File: config.mk
export PLATFORM = sky130hd
export DESIGN_NAME = multi_oneshot_flat
export DESIGN_NICKNAME = d
export VERILOG_FILES = /design/src/rtl/multi_oneshot_if.sv /design/src/rtl/multi_oneshot.sv /design/src/flat_wrapper.sv
export SDC_FILE = /design/constraint.sdc
export NUM_CORES = 1
export LEC_CHECK = 0
export BUFFER_PORTS_ARGS = -buffer_cell sky130_fd_sc_hd__buf_2
export CORE_MARGIN = 2
export CORE_UTILIZATION = 50
export DETAILED_ROUTE_END_ITERATION = 10
export PLACE_DENSITY = 0.65
export SLEW_MARGIN = 20
export SYNTH_ARGS = -nofsm -noshare
export SYNTH_HDL_FRONTEND = slang
export SYNTH_SLANG_ARGS = --single-unit
export TNS_END_PERCENT = 10
File: constraint.sdc
create_clock -name clk -period 2.2 [get_ports clk]
set_input_delay 0.44 -clock clk [delete_from_list [all_inputs] [get_ports clk]]
set_output_delay 0.44 -clock clk [all_outputs]
set_load 0.02 [all_outputs]
File: src/rtl/multi_oneshot_if.sv
// Signal bundle for the multi-channel oneshot: triggers and controls in, pulses and status out.
// MULTI_ONESHOT_MISS_CNT_EN adds the missed-trigger counter clear and readout.
interface multi_oneshot_if #(
  parameter int CHANNELS   = 4,
  parameter int DELAY_BITS = 21
);
  logic [CHANNELS-1:0]   ina;
  logic [CHANNELS-1:0]   en;
  logic                  edge_mode;
  logic [DELAY_BITS-1:0] holdoff;
  logic [CHANNELS-1:0]   outpulse;
  logic [CHANNELS-1:0]   busy;
`ifdef MULTI_ONESHOT_MISS_CNT_EN
  logic                  clr_missed;
  logic [CHANNELS*8-1:0] missed_cnt;

  modport master (
    output ina, en, edge_mode, holdoff, clr_missed,
    input  outpulse, busy, missed_cnt
  );
  modport slave (
    input  ina, en, edge_mode, holdoff, clr_missed,
    output outpulse, busy, missed_cnt
  );
`else
  modport master (
    output ina, en, edge_mode, holdoff,
    input  outpulse, busy
  );
  modport slave (
    input  ina, en, edge_mode, holdoff,
    output outpulse, busy
  );
`endif
endinterface

File: src/rtl/multi_oneshot.sv
// Multi-channel synchronised oneshot with per-channel pulse + programmable holdoff window.
// Optional missed-trigger counters are built when MULTI_ONESHOT_MISS_CNT_EN is defined.
//
// state   | meaning
// IDLE    | armed, waiting for trig
// PULSE   | driving outpulse for PULSE_WIDTH cycles
// HOLDOFF | pulse done, waiting out the rest of the latched window
module multi_oneshot #(
  parameter int CHANNELS    = 4,
  parameter int DELAY_BITS  = 21,
  parameter int PULSE_WIDTH = 1,
  parameter int SYNC_STAGES = 2
) (
  input  logic               clk,
  input  logic               reset_n,
  multi_oneshot_if.slave     bus
);

  typedef enum logic [1:0] {
    IDLE    = 2'd0,
    PULSE   = 2'd1,
    HOLDOFF = 2'd2
  } state_t;

  localparam logic [DELAY_BITS-1:0] PW    = DELAY_BITS'(PULSE_WIDTH);
  localparam logic [DELAY_BITS-1:0] PW_M1 = DELAY_BITS'(PULSE_WIDTH - 1);
  localparam logic [DELAY_BITS-1:0] ONE   = DELAY_BITS'(1);

  logic [CHANNELS-1:0] sync_q [SYNC_STAGES];
  logic [CHANNELS-1:0] prev_q;
  logic [CHANNELS-1:0] s;
  logic [CHANNELS-1:0] trig;
  logic [CHANNELS-1:0] pulse_v;
  logic [CHANNELS-1:0] busy_v;

  assign s = sync_q[SYNC_STAGES-1];

  always_ff @(posedge clk or negedge reset_n) begin
    if (!reset_n) begin
      for (int k = 0; k < SYNC_STAGES; k++) sync_q[k] <= '0;
      prev_q <= '0;
    end else begin
      sync_q[0] <= bus.ina;
      for (int k = 1; k < SYNC_STAGES; k++) sync_q[k] <= sync_q[k-1];
      prev_q <= s;
    end
  end

  // edge_mode is applied combinationally so a mode change affects trig in the same cycle
  assign trig = bus.en & s & (bus.edge_mode ? ~prev_q : {CHANNELS{1'b1}});

`ifdef MULTI_ONESHOT_MISS_CNT_EN
  logic [CHANNELS*8-1:0] miss_v;
  assign bus.missed_cnt = miss_v;
`endif

  for (genvar i = 0; i < CHANNELS; i++) begin : g_ch
    state_t                state_q, state_d;
    logic [DELAY_BITS-1:0] rem_q, rem_d;
    logic [DELAY_BITS-1:0] hold_q, hold_d;
    logic                  pulse_q, busy_q;

    // rem counts down the cycles left in the current state; hold is the holdoff
    // tail beyond the pulse, i.e. max(holdoff, PULSE_WIDTH) - PULSE_WIDTH
    always_comb begin
      state_d = state_q;
      rem_d   = rem_q;
      hold_d  = hold_q;
      case (state_q)
        IDLE: begin
          if (trig[i]) begin
            state_d = PULSE;
            rem_d   = PW_M1;
            hold_d  = (bus.holdoff > PW) ? (bus.holdoff - PW) : '0;
          end
        end
        PULSE: begin
          if (rem_q == '0) begin
            if (hold_q == '0) begin
              state_d = IDLE;
            end else begin
              state_d = HOLDOFF;
              rem_d   = hold_q - ONE;
            end
          end else begin
            rem_d = rem_q - ONE;
          end
        end
        HOLDOFF: begin
          if (rem_q == '0) state_d = IDLE;
          else             rem_d   = rem_q - ONE;
        end
        default: state_d = IDLE;
      endcase
    end

    always_ff @(posedge clk or negedge reset_n) begin
      if (!reset_n) begin
        state_q <= IDLE;
        rem_q   <= '0;
        hold_q  <= '0;
        pulse_q <= 1'b0;
        busy_q  <= 1'b0;
      end else begin
        state_q <= state_d;
        rem_q   <= rem_d;
        hold_q  <= hold_d;
        pulse_q <= (state_d == PULSE);
        busy_q  <= (state_d != IDLE);
      end
    end

    assign pulse_v[i] = pulse_q;
    assign busy_v[i]  = busy_q;

`ifdef MULTI_ONESHOT_MISS_CNT_EN
    logic [7:0] miss_q;

    always_ff @(posedge clk or negedge reset_n) begin
      if (!reset_n) begin
        miss_q <= '0;
      end else if (bus.clr_missed) begin
        miss_q <= '0;
      end else if (trig[i] && (state_q != IDLE) && (miss_q != 8'hFF)) begin
        miss_q <= miss_q + 8'd1;
      end
    end

    assign miss_v[8*i +: 8] = miss_q;
`endif
  end

  assign bus.outpulse = pulse_v;
  assign bus.busy     = busy_v;

endmodule

File: src/flat_wrapper.sv
// flat-port wrapper written by rule: the top's interface ports become plain ports
module multi_oneshot_flat 
#(
  parameter int CHANNELS    = 4,
  parameter int DELAY_BITS  = 21,
  parameter int PULSE_WIDTH = 1,
  parameter int SYNC_STAGES = 2
)
  (clk, reset_n, bus_ina, bus_en, bus_edge_mode, bus_holdoff, bus_outpulse, bus_busy);
  multi_oneshot_if #(.CHANNELS(CHANNELS), .DELAY_BITS(DELAY_BITS)) bus_i ();
  input  logic clk;
  input  logic reset_n;
  input wire logic [$bits(bus_i.ina)-1:0] bus_ina;
  input wire logic [$bits(bus_i.en)-1:0] bus_en;
  input wire logic [$bits(bus_i.edge_mode)-1:0] bus_edge_mode;
  input wire logic [$bits(bus_i.holdoff)-1:0] bus_holdoff;
  output wire logic [$bits(bus_i.outpulse)-1:0] bus_outpulse;
  output wire logic [$bits(bus_i.busy)-1:0] bus_busy;
  assign bus_i.ina = bus_ina;
  assign bus_i.en = bus_en;
  assign bus_i.edge_mode = bus_edge_mode;
  assign bus_i.holdoff = bus_holdoff;
  assign bus_outpulse = bus_i.outpulse;
  assign bus_busy = bus_i.busy;
  multi_oneshot #(.CHANNELS(CHANNELS), .DELAY_BITS(DELAY_BITS), .PULSE_WIDTH(PULSE_WIDTH), .SYNC_STAGES(SYNC_STAGES)) u_core (.clk(clk), .reset_n(reset_n), .bus(bus_i));
endmodule
==> results.cfg <==
[pwr]
power.density_nw_per_um2 = 1830
total_power_mw = 31.5
power_leakage_nw = 7.60
worst_ir_drop_vdd_mv = 1.33

[cts]
cts_root_buf = clkbuf_16
clock-sinks = 196
clock_path_buffers = 2
cts_tree = done
path_clk_slew_ns = 0.07
h-tree-depth = 4
cts_buffers = 17
clk_latency_ns = 0.45

[floorplan]
die_h_um = 164
die_x_um = 164
dieArea_um2 = 27000
io_pins = 40
initial_core_util = 0.510
core_area_um2 = 25200
rows = 58

[final_layout]
layout_commonest_cell = buf_4
drive_gt1_frac = 0.315
antenna_cells = 0
nets = 1861
layout_common_cells = 313 x buf_4, 196 x dfrtp_1, 174 x nand2_1, 95 x nor2_1, 80 x o21ai_0
area_growth_pct = 34.1

[detailed_routing]
routed_wl_um = 40300
wl_per_cell_um = 18.8
drc_errors = 0
antenna_left = 0
viasPerCell = 6.06
num_vias = 12979
first_iter_violations = 1181
dr.pass1.iters = 5

[yosys]
yosys.area.top_type = dfrtp_1
ys.flop_type = dfrtp_1
ys_seq_elements = 196
synth-async-reset-ratio = 1.00
synth-edff-count = 0
ys_warn_count = 0
synth_area_leaders = dfrtp_1 38%, nand2_1 5.3%, o21ai_0 4.5%
yosysTopAreaCellShare = 0.382
syn_area_um2 = 12800
postSynthAreaPerCell_um2 = 8.70
ys_types = 87
syn_nets = 1541
syn-instance-count = 1477
ys_seq_area_frac = 0.382

[place]
dp_worst_setup_slack_ns = -0.448
io_buffers = 39
place.gp.congestion = 0.953
dp_hpwl_um = 29600

[global_route]
grt_pass1_wl_um = 64800
track_usage = 0.303
antenna_found_initial = 0
grt-ovfl-total = 0
grt_pass1_vias = 12529
grt_max_degree = 48

[sta]
min_period_over_period = 1.09
tightest_slew_ns = 0.964
period_minus_slack_ns = 2.39
finalHoldViolCount = 0
slew_headroom = 0.353
fmax_mhz = 418
setup_viol = 64
slew_violations = 0
fin_ws_ns = -0.194
rsz0062_at_grt = yes
finClkSkew_ns = 0.0110

[setup_path]
arrival_ns = 2.70
start_kind = flop
critPathRequiredTime_ns = 2.50
crit_type = flop to flop
endpoint_kind = flop
cp_max_fo = 6

[flow_run]
drv_cap = 0

[outcome]
status = finished with violations
violations = setup timing

[min_path]
holdCritPathClass = primary input to flop
-- cells in the mapped netlist (all sizes together), types with 13 or more instances --
library cell,number
dfrtp,196
nand2,181
o21ai,125
nor2,103
nor3,75
o31ai,75
xnor2,55
clkbuf,45
inv,43
nor4,42
buf,39
xor2,37
a21oi,32
ha,32
or3,30
or4,30
nand3,29
nand4,25
a2bb2oi,21
a22o,20
a31oi,19
o22ai,17
a32oi,15
mux2i,15
and2,14
o2bb2ai,13
-- power by group --
part / total (mW) / internal (mW) / switching [mW]
logic: 22.5 / 10.5 / 12.0
clock network: 3.35 / 1.82 / 1.53
registers: 5.69 / 4.71 / 0.981
-- critical path: stages, from the launching register on --
cell	delay, ns
dfrtp_1	0.39
nor4_1	0.51
or3b_4	0.48
buf_6	0.14
nor2_4	0.07
buf_6	0.14
buf_6	0.12
o21ai_0	0.08
o211ai_1	0.16
o311ai_4	0.15
-- registers in the layout, indices dropped and copies added, names as in the netlist --
register             count
u_core.prev_q            4
u_core.sync_q            4
u_core.g_ch.pulse_q      4
u_core.s                 4
u_core.g_ch.rem_q       84
u_core.g_ch.busy_q       4
u_core.g_ch.hold_q      84
u_core.g_ch.state_q      8
-- per-layer routing --
layer | vias up | routed length (um) | global-route usage | share of wire
met5 | - | 0 | 0 | 0
met4 | 0 | 1070 | 0.0889 | 0.027
met3 | 84 | 2620 | 0.0563 | 0.065
met2 | 453 | 18400 | 0.481 | 0.46
met1 | 6292 | 18200 | 0.422 | 0.45
li1 | 6150 | - | - | -
-- worst paths after layout --
kind                       slack [ns]                        to  depth (start not counted)                     start
max                             -0.19  u_core.g_ch[1].rem_q[18]                          9  u_core.g_ch[1].rem_q[17]
min                               0.1          u_core.sync_q[4]                          1                bus_ina[0]
max reg2reg                     -0.19  u_core.g_ch[1].rem_q[18]                          9  u_core.g_ch[1].rem_q[17]
min reg2reg                      0.35               u_core.s[1]                          0          u_core.sync_q[5]
max in group asynchronous        1.04    u_core.g_ch[0].pulse_q                          3                   reset_n
min in group asynchronous        0.53   u_core.g_ch[1].rem_q[4]                          2                   reset_n
-- through the flow --
stage | instances | cell area (um^2) | setup TNS, ns | hold WS [ns] | utilization
floorplan | 1477 | 12900 | -13.35 | 0.144 | -
global placement | 2096 | 15800 | -36.42 | 0.338 | 0.626
detailed placement | 2096 | 15800 | -42.87 | 0.336 | 0.626
CTS | 2133 | 16700 | -3.46 | 0.0879 | 0.665
global route | 2140 | 17200 | -10.28 | 0.0878 | 0.684
finish | 2140 | 17200 | -4.93 | 0.0968 | 0.684
-- layout make-up --
class                      count  area (um^2)
multi-input combinational   1154         8090
fill                        1987         7960
sequential                   196         4900
timing repair buffer         384         3030
clock buffer                  17          425
tap                          330          413
clock inverter                15          196
inverter                      44          165
-- cells by family (layout without fill, tap and decap cells) --
kind of cell,Yosys count,count (layout),synth area share
buf+inv,128,460,0.0447
compound gates,417,417,0.225
mux,24,24,0.0196
fa+ha+maj,32,32,0.0312
xor+xnor,92,92,0.0627
simple gates,588,589,0.235
flops,196,196,0.382
-- repair_timing --
item / 4_1_cts / 5_1_grt
gates cloned: 2 / 2
pin swaps: 31 / 57
setup buffers: 2 / 5
hold buffers: 1 / 0
endpoints found under the hold margin: 42 / 0
setup endpoints to repair: 80 / 157
gates resized for setup: 86 / 103
(Power assumes the default switching activity.)
